--- src/rtl/bank64k_arbiter.sv ---
// Access initiator for one 64-bit x 1024 data bank.
// Round-robin read and write arbitration across three clients (i, d, c),
// with a tag pipeline that returns read-valid strobes to the client that
// issued each read, RD_LAT cycles after its grant.
module bank64k_arbiter #(
  parameter int A          = 10,
  parameter int RD_LAT     = 1,   // 1 or 2
  parameter int ADDR_GUARD = 1
) (
  input  logic         clk,
  input  logic         rst_n,
  input  logic         i_rd_req,
  input  logic         d_rd_req,
  input  logic         c_rd_req,
  input  logic [A-1:0] i_rd_addr,
  input  logic [A-1:0] d_rd_addr,
  input  logic [A-1:0] c_rd_addr,
  output logic         i_rd_gnt,
  output logic         d_rd_gnt,
  output logic         c_rd_gnt,
  output logic         i_rd_vld,
  output logic         d_rd_vld,
  output logic         c_rd_vld,
  input  logic         i_wr_req,
  input  logic         d_wr_req,
  input  logic         c_wr_req,
  input  logic [A-1:0] i_wr_addr,
  input  logic [A-1:0] d_wr_addr,
  input  logic [A-1:0] c_wr_addr,
  output logic         i_wr_gnt,
  output logic         d_wr_gnt,
  output logic         c_wr_gnt,
  output logic         bank_rd_en,
  output logic [A-1:0] bank_rd_addr,
  output logic [1:0]   bank_rd_muxcode,
  output logic         bank_wr_en,
  output logic [A-1:0] bank_wr_addr,
  output logic [1:0]   bank_wr_muxcode
);

  localparam logic [1:0] IDLE_CODE = 2'b11;

  // (ptr + k) mod 3 for ptr, k in 0..2
  function automatic logic [1:0] wrap3(input logic [1:0] p, input logic [1:0] k);
    logic [2:0] s;
    s = {1'b0, p} + {1'b0, k};
    if (s >= 3'd3) s = s - 3'd3;
    return s[1:0];
  endfunction

  // Select one of three addresses by source code
  function automatic logic [A-1:0] sel3(input logic [1:0] s, input logic [A-1:0] a0,
                                        input logic [A-1:0] a1, input logic [A-1:0] a2);
    case (s)
      2'd0:    return a0;
      2'd1:    return a1;
      default: return a2;
    endcase
  endfunction

  logic [1:0]   rd_ptr_q, rd_ptr_d;
  logic [1:0]   wr_ptr_q, wr_ptr_d;
  logic [3:0]   wr_req_pad, rd_elig_pad;
  logic [2:0]   rd_req_v, rd_elig, wr_gnt_v, rd_gnt_v;
  logic [A-1:0] rd_addr_v [3];
  logic         wr_found, rd_found;
  logic [1:0]   wr_win, rd_win;
  logic         tag_vld_q  [RD_LAT];
  logic [1:0]   tag_code_q [RD_LAT];

  assign rd_req_v     = {c_rd_req, d_rd_req, i_rd_req};
  assign rd_addr_v[0] = i_rd_addr;
  assign rd_addr_v[1] = d_rd_addr;
  assign rd_addr_v[2] = c_rd_addr;
  assign wr_req_pad   = {1'b0, c_wr_req, d_wr_req, i_wr_req};

  // Write round robin: lowest offset from wr_ptr among requesters wins
  always_comb begin
    wr_found = 1'b0;
    wr_win   = 2'd0;
    for (int k = 2; k >= 0; k--) begin
      if (wr_req_pad[wrap3(wr_ptr_q, 2'(k))]) begin
        wr_found = 1'b1;
        wr_win   = wrap3(wr_ptr_q, 2'(k));
      end
    end
  end

  assign bank_wr_en      = rst_n & wr_found;
  assign wr_gnt_v        = bank_wr_en ? (3'b001 << wr_win) : 3'b000;
  assign bank_wr_addr    = bank_wr_en ? sel3(wr_win, i_wr_addr, d_wr_addr, c_wr_addr) : '0;
  assign bank_wr_muxcode = bank_wr_en ? wr_win : IDLE_CODE;
  assign i_wr_gnt        = wr_gnt_v[0];
  assign d_wr_gnt        = wr_gnt_v[1];
  assign c_wr_gnt        = wr_gnt_v[2];

  // A read colliding with this cycle's granted write address is held off
  // so it observes the committed data on a later cycle.
  generate
    for (genvar gi = 0; gi < 3; gi++) begin : g_elig
      assign rd_elig[gi] = rd_req_v[gi] &
                           ~((ADDR_GUARD != 0) && bank_wr_en && (rd_addr_v[gi] == bank_wr_addr));
    end
  endgenerate
  assign rd_elig_pad = {1'b0, rd_elig};

  // Read round robin over eligible clients, independent pointer
  always_comb begin
    rd_found = 1'b0;
    rd_win   = 2'd0;
    for (int k = 2; k >= 0; k--) begin
      if (rd_elig_pad[wrap3(rd_ptr_q, 2'(k))]) begin
        rd_found = 1'b1;
        rd_win   = wrap3(rd_ptr_q, 2'(k));
      end
    end
  end

  assign bank_rd_en      = rst_n & rd_found;
  assign rd_gnt_v        = bank_rd_en ? (3'b001 << rd_win) : 3'b000;
  assign bank_rd_addr    = bank_rd_en ? sel3(rd_win, i_rd_addr, d_rd_addr, c_rd_addr) : '0;
  assign bank_rd_muxcode = bank_rd_en ? rd_win : IDLE_CODE;
  assign i_rd_gnt        = rd_gnt_v[0];
  assign d_rd_gnt        = rd_gnt_v[1];
  assign c_rd_gnt        = rd_gnt_v[2];

  // Pointers advance just past the actual winner, hold otherwise
  always_comb begin
    wr_ptr_d = wr_ptr_q;
    rd_ptr_d = rd_ptr_q;
    if (bank_wr_en) wr_ptr_d = (wr_win == 2'd2) ? 2'd0 : wr_win + 2'd1;
    if (bank_rd_en) rd_ptr_d = (rd_win == 2'd2) ? 2'd0 : rd_win + 2'd1;
  end

  // Pointer registers
  always_ff @(posedge clk or negedge rst_n) begin
    if (!rst_n) begin
      wr_ptr_q <= 2'd0;
      rd_ptr_q <= 2'd0;
    end else begin
      wr_ptr_q <= wr_ptr_d;
      rd_ptr_q <= rd_ptr_d;
    end
  end

  // Read tag pipeline; reset drops in-flight tags so no stale valid fires
  always_ff @(posedge clk or negedge rst_n) begin
    if (!rst_n) begin
      for (int s = 0; s < RD_LAT; s++) begin
        tag_vld_q[s]  <= 1'b0;
        tag_code_q[s] <= IDLE_CODE;
      end
    end else begin
      tag_vld_q[0]  <= bank_rd_en;
      tag_code_q[0] <= bank_rd_muxcode;
      for (int s = 1; s < RD_LAT; s++) begin
        tag_vld_q[s]  <= tag_vld_q[s-1];
        tag_code_q[s] <= tag_code_q[s-1];
      end
    end
  end

  assign i_rd_vld = tag_vld_q[RD_LAT-1] && (tag_code_q[RD_LAT-1] == 2'b00);
  assign d_rd_vld = tag_vld_q[RD_LAT-1] && (tag_code_q[RD_LAT-1] == 2'b01);
  assign c_rd_vld = tag_vld_q[RD_LAT-1] && (tag_code_q[RD_LAT-1] == 2'b10);

endmodule

--- config.mk ---
export PLATFORM = sky130hd
export DESIGN_NAME = bank64k_arbiter
export DESIGN_NICKNAME = d
export VERILOG_FILES = /design/src/rtl/bank64k_arbiter.sv
export SDC_FILE = /design/constraint.sdc
export NUM_CORES = 1
export LEC_CHECK = 0
export BUFFER_PORTS_ARGS = -buffer_cell sky130_fd_sc_hd__buf_4
export CORE_MARGIN = 2
export CORE_UTILIZATION = 42
export DETAILED_ROUTE_END_ITERATION = 16
export PLACE_DENSITY = 0.78
export SYNTH_ARGS = -nofsm -noshare
export SYNTH_HDL_FRONTEND = slang
export SYNTH_SLANG_ARGS = --single-unit
export TNS_END_PERCENT = 50
--- constraint.sdc ---
create_clock -name clk -period 3.9 [get_ports clk]
set_clock_uncertainty 0.15 [all_clocks]
set_input_delay 0.39 -clock clk [delete_from_list [all_inputs] [get_ports clk]]
set_output_delay 0.39 -clock clk [all_outputs]
set_load 0.03 [all_outputs]
==> results.cfg <==
[sta]
setup-violations-final = 21
rsz0062_at_grt = yes
max-slew-margin-rel_pct = 66.4
timing.final.ws_setup_ns = -0.968
fmax_ghz = 0.205
tightest_slew_ns = 0.504
layout_worst_path_cycle_share_pct = 125
fin_crit_ns = 4.87
slew_viol_final = 0
hold_viol_final = 0

[clock_network]
clk_path_buf_depth = 2
insertion_delay_ns = 0.24
numCtsBuffers = 3
cts-htree-levels = 1
clk_pin_slew_ns = 0.05
cts_tree = done
clock-sinks = 7
root_buffer = clkbuf_8

[min_path]
min_path_type = in2async

[worst_setup_path]
cp_top_family = compound AO/OA/AOI/OAI gates
crit_fanout = 5
cp_common_cell = buf_4
required_ns = 3.36
cp_slowest_stage_delay_ns = 0.40
cp_num_buf_inv = 6
worstPathCellList = buf_4 > ha_4 > nor3b_4 > buf_4 > a21o_1 > nor2_1 > buf_4 > a211oi_2 > buf_4 > xor2_1 > a31oi_1 > nand3_1 > a211oi_4 > a2111oi_4 > bufbuf_16 > a22oi_2 > a21oi_4 > buf_6
end_kind = output port
slowest_stage = dfrtp_1
path_class = reg2out
start_kind = register
arrival_ns = 4.33

[synth]
syn_avg_cell_area_sq_um = 7.33
synth_seq_cells = 7
ys.flop_type = dfrtp_1
yosys.cell_types.count = 77
synth_nets = 345
syn_area_sq_mm = 0.00200
yosysTopAreaCell = dfrtp_1
synth-edff-count = 0
synthArstFlopShare_pct = 100
yosysSeqAreaShare_pct = 8.88
yosysWarningCount = 0
synth_top_area_share_pct = 6.25
synth_cells = 273
synth_area_leaders = dfrtp_1 (6.3%), a22oi_1 (4.9%), nand3_1 (4.8%)

[power]
power_density_mw_per_mm2 = 854
p_seq_share_pct = 4.1
vdd_drop_max_uv = 467
p_leak_nw = 1.83
p_clk_share_pct = 3.1
p_int_mw = 1.62
combPwrFrac_pct = 92.8
power.switching_mw = 1.88
swShare_pct = 53.7

[place]
finalWeightedCongestion = 1.04
dpl-instance-area_sq_mm = 0.00344
dp_slack_ns = -0.410
hpwlAfterDp_um = 7040
io_buffers = 102

[cells_and_area]
area_growth_pct = 105
final_nets = 534
design_area_sq_mm = 0.00411
nFillCells = 232
antennaDiodeCount = 0
drive_above_1_share_pct = 62.3

[run_status]
violations = setup timing
status = finished, violations left

[detailed_routing]
final_antenna_net_count = 0
drc = 0
routed_via_density = 7.52
firstDrtPassIters = 8
wl_um = 13800
via_count = 3872
drt_iter0_markers = 851
wl_per_cell_um = 26.7

[floorplanning]
initial_core_util_pct = 42.9
die_area_sq_mm = 0.00533
fp.dieW_um = 73.0
boundaryPins = 103
num_rows = 25
core-area_sq_mm = 0.00466
die_h_um = 73.0

[flow_run]
drv_cap = 0

[global_route]
grt_pass1_vias = 3242
antenna_found_initial = 0
grt_usage_pct = 37.1
grt_max_degree = 15
grt_overflow_total = 0
grt_pass1_wl_um = 15500
metrics by stage:
stage | std cells | setup TNS, ns | hold WS (ns) | utilization (%) | power [mW]
floorplan | 273 | -0.497 | -0.0556 | - | 1.61
global placement | 484 | -3.25 | 0.0783 | 73.9 | 2.45
detailed placement | 484 | -4.77 | 0.0781 | 73.9 | 2.50
CTS | 500 | -6.99 | 0.00486 | 81.2 | 2.88
global route | 515 | -19.86 | 0.00744 | 88.1 | 3.59
finish | 515 | -15.10 | 0.000629 | 88.1 | 3.51
worst register-to-register path: cells and delay by family, from the launching register on:
family | cells | cell delay, ns
AOI/OAI and AO/OA | 6 | 1.19
muxes | 1 | 0.18
and+or+nand+nor | 4 | 0.91
adders and majority gates | 1 | 0.19
DFF | 1 | 0.37
buffers and inverters | 7 | 1.09
sequential cells by signal, indices dropped and copies added, names as in the netlist:
name and flops:
rd_ptr_q 2, tag_code_q 2, tag_vld_q 1, wr_ptr_q 2
synthesized netlist by cell type (5+ instances only):
library cell,number
a21boi_0,6
a31oi_1,5
xor2_1,6
nand3_1,19
nand2_1,16
xnor2_1,5
nor2_1,21
o21ai_0,9
a22oi_1,13
a21oi_1,17
o31ai_1,5
and3_1,7
nor3_1,5
mux2i_1,5
inv_1,18
dfrtp_1,5
layout make-up:
| type | instances | area [sq um] | share of cell area (%) |
|---|---|---|---|
| timing repair buffer | 197 | 1580 | 38.5 |
| tap | 54 | 67.6 | 1.64 |
| inverter | 19 | 71.3 | 1.74 |
| sequential | 7 | 178 | 4.33 |
| multi-input combinational | 234 | 2160 | 52.7 |
| clock buffer | 4 | 45.0 | 1.10 |
power by group through the flow:
stage,Sequential (mW),Clock [mW],Combinational [mW]
after floorplan,0.128,0,1.48
after global placement,0.132,0,2.31
after detailed placement,0.133,0,2.37
after CTS,0.137,0.103,2.64
after global routing,0.143,0.110,3.33
final,0.144,0.110,3.25
what timing repair did:
action | 4_1_cts | 5_1_grt
cloned | 2 | 0
buffers inserted | 10 | 16
setup endpoints to repair | 16 | 21
hold buffers | 1 | 0
pin swaps | 26 | 23
hold endpoints to repair | 5 | 0
resized for setup | 42 | 47
path summary, 6_finish.rpt:
kind	from	to	slack [ns]	cells after the start
worst max-delay path	wr_ptr_q[0]$_DFFE_PN0P_	bank_rd_addr[2]	-0.97	18
worst min-delay path	rst_n	tag_code_q[0]$_DFF_PN1_	0.0006	1
worst max register to register	wr_ptr_q[0]$_DFFE_PN0P_	rd_ptr_q[1]$_DFFE_PN0P_	-0.25	19
worst min register to register	rd_ptr_q[1]$_DFFE_PN0P_	rd_ptr_q[1]$_DFFE_PN0P_	0.44	2
max in group asynchronous	rst_n	rd_ptr_q[0]$_DFFE_PN0P_	2.89	2
min in group clk	rd_ptr_q[1]$_DFFE_PN0P_	rd_ptr_q[1]$_DFFE_PN0P_	0.44	2
cells by family after synthesis:
group / count (synthesis) / synth area share, %
compound gates: 109 / 43.8
buf+inv: 33 / 8.13
xor+xnor: 11 / 4.82
mux: 5 / 2.50
fa+ha+maj: 5 / 3.00
simple gates: 103 / 28.8
flops: 7 / 8.88
cell usage in the layout (no fill, tap or decap), drive strengths merged, types with 3 or more instances in the layout:
cell type	instances
or3	6
inv	19
dfrtp	5
xnor2	5
nor2	21
a211oi	6
a221oi	3
a31oi	5
o31ai	5
clkbuf	4
a2111oi	5
o22ai	5
o211ai	4
nand3	19
nor3	7
buf	195
nand2	16
nand4	5
nand3b	3
nor3b	3
nand2b	4
o2bb2ai	4
a21boi	9
a22oi	13
mux2i	5
o21ai	9
ha	4
a21oi	17
xor2	6
and3	7
per-layer routing:
metal	track usage [%]	up-vias	wire, um
met5	0	-	0
met4	23.3	0	1380
met3	5.80	195	1960
met2	63.1	514	6050
met1	43.1	1714	4370
li1	-	1449	-
Power figures use the tool's default switching activity.
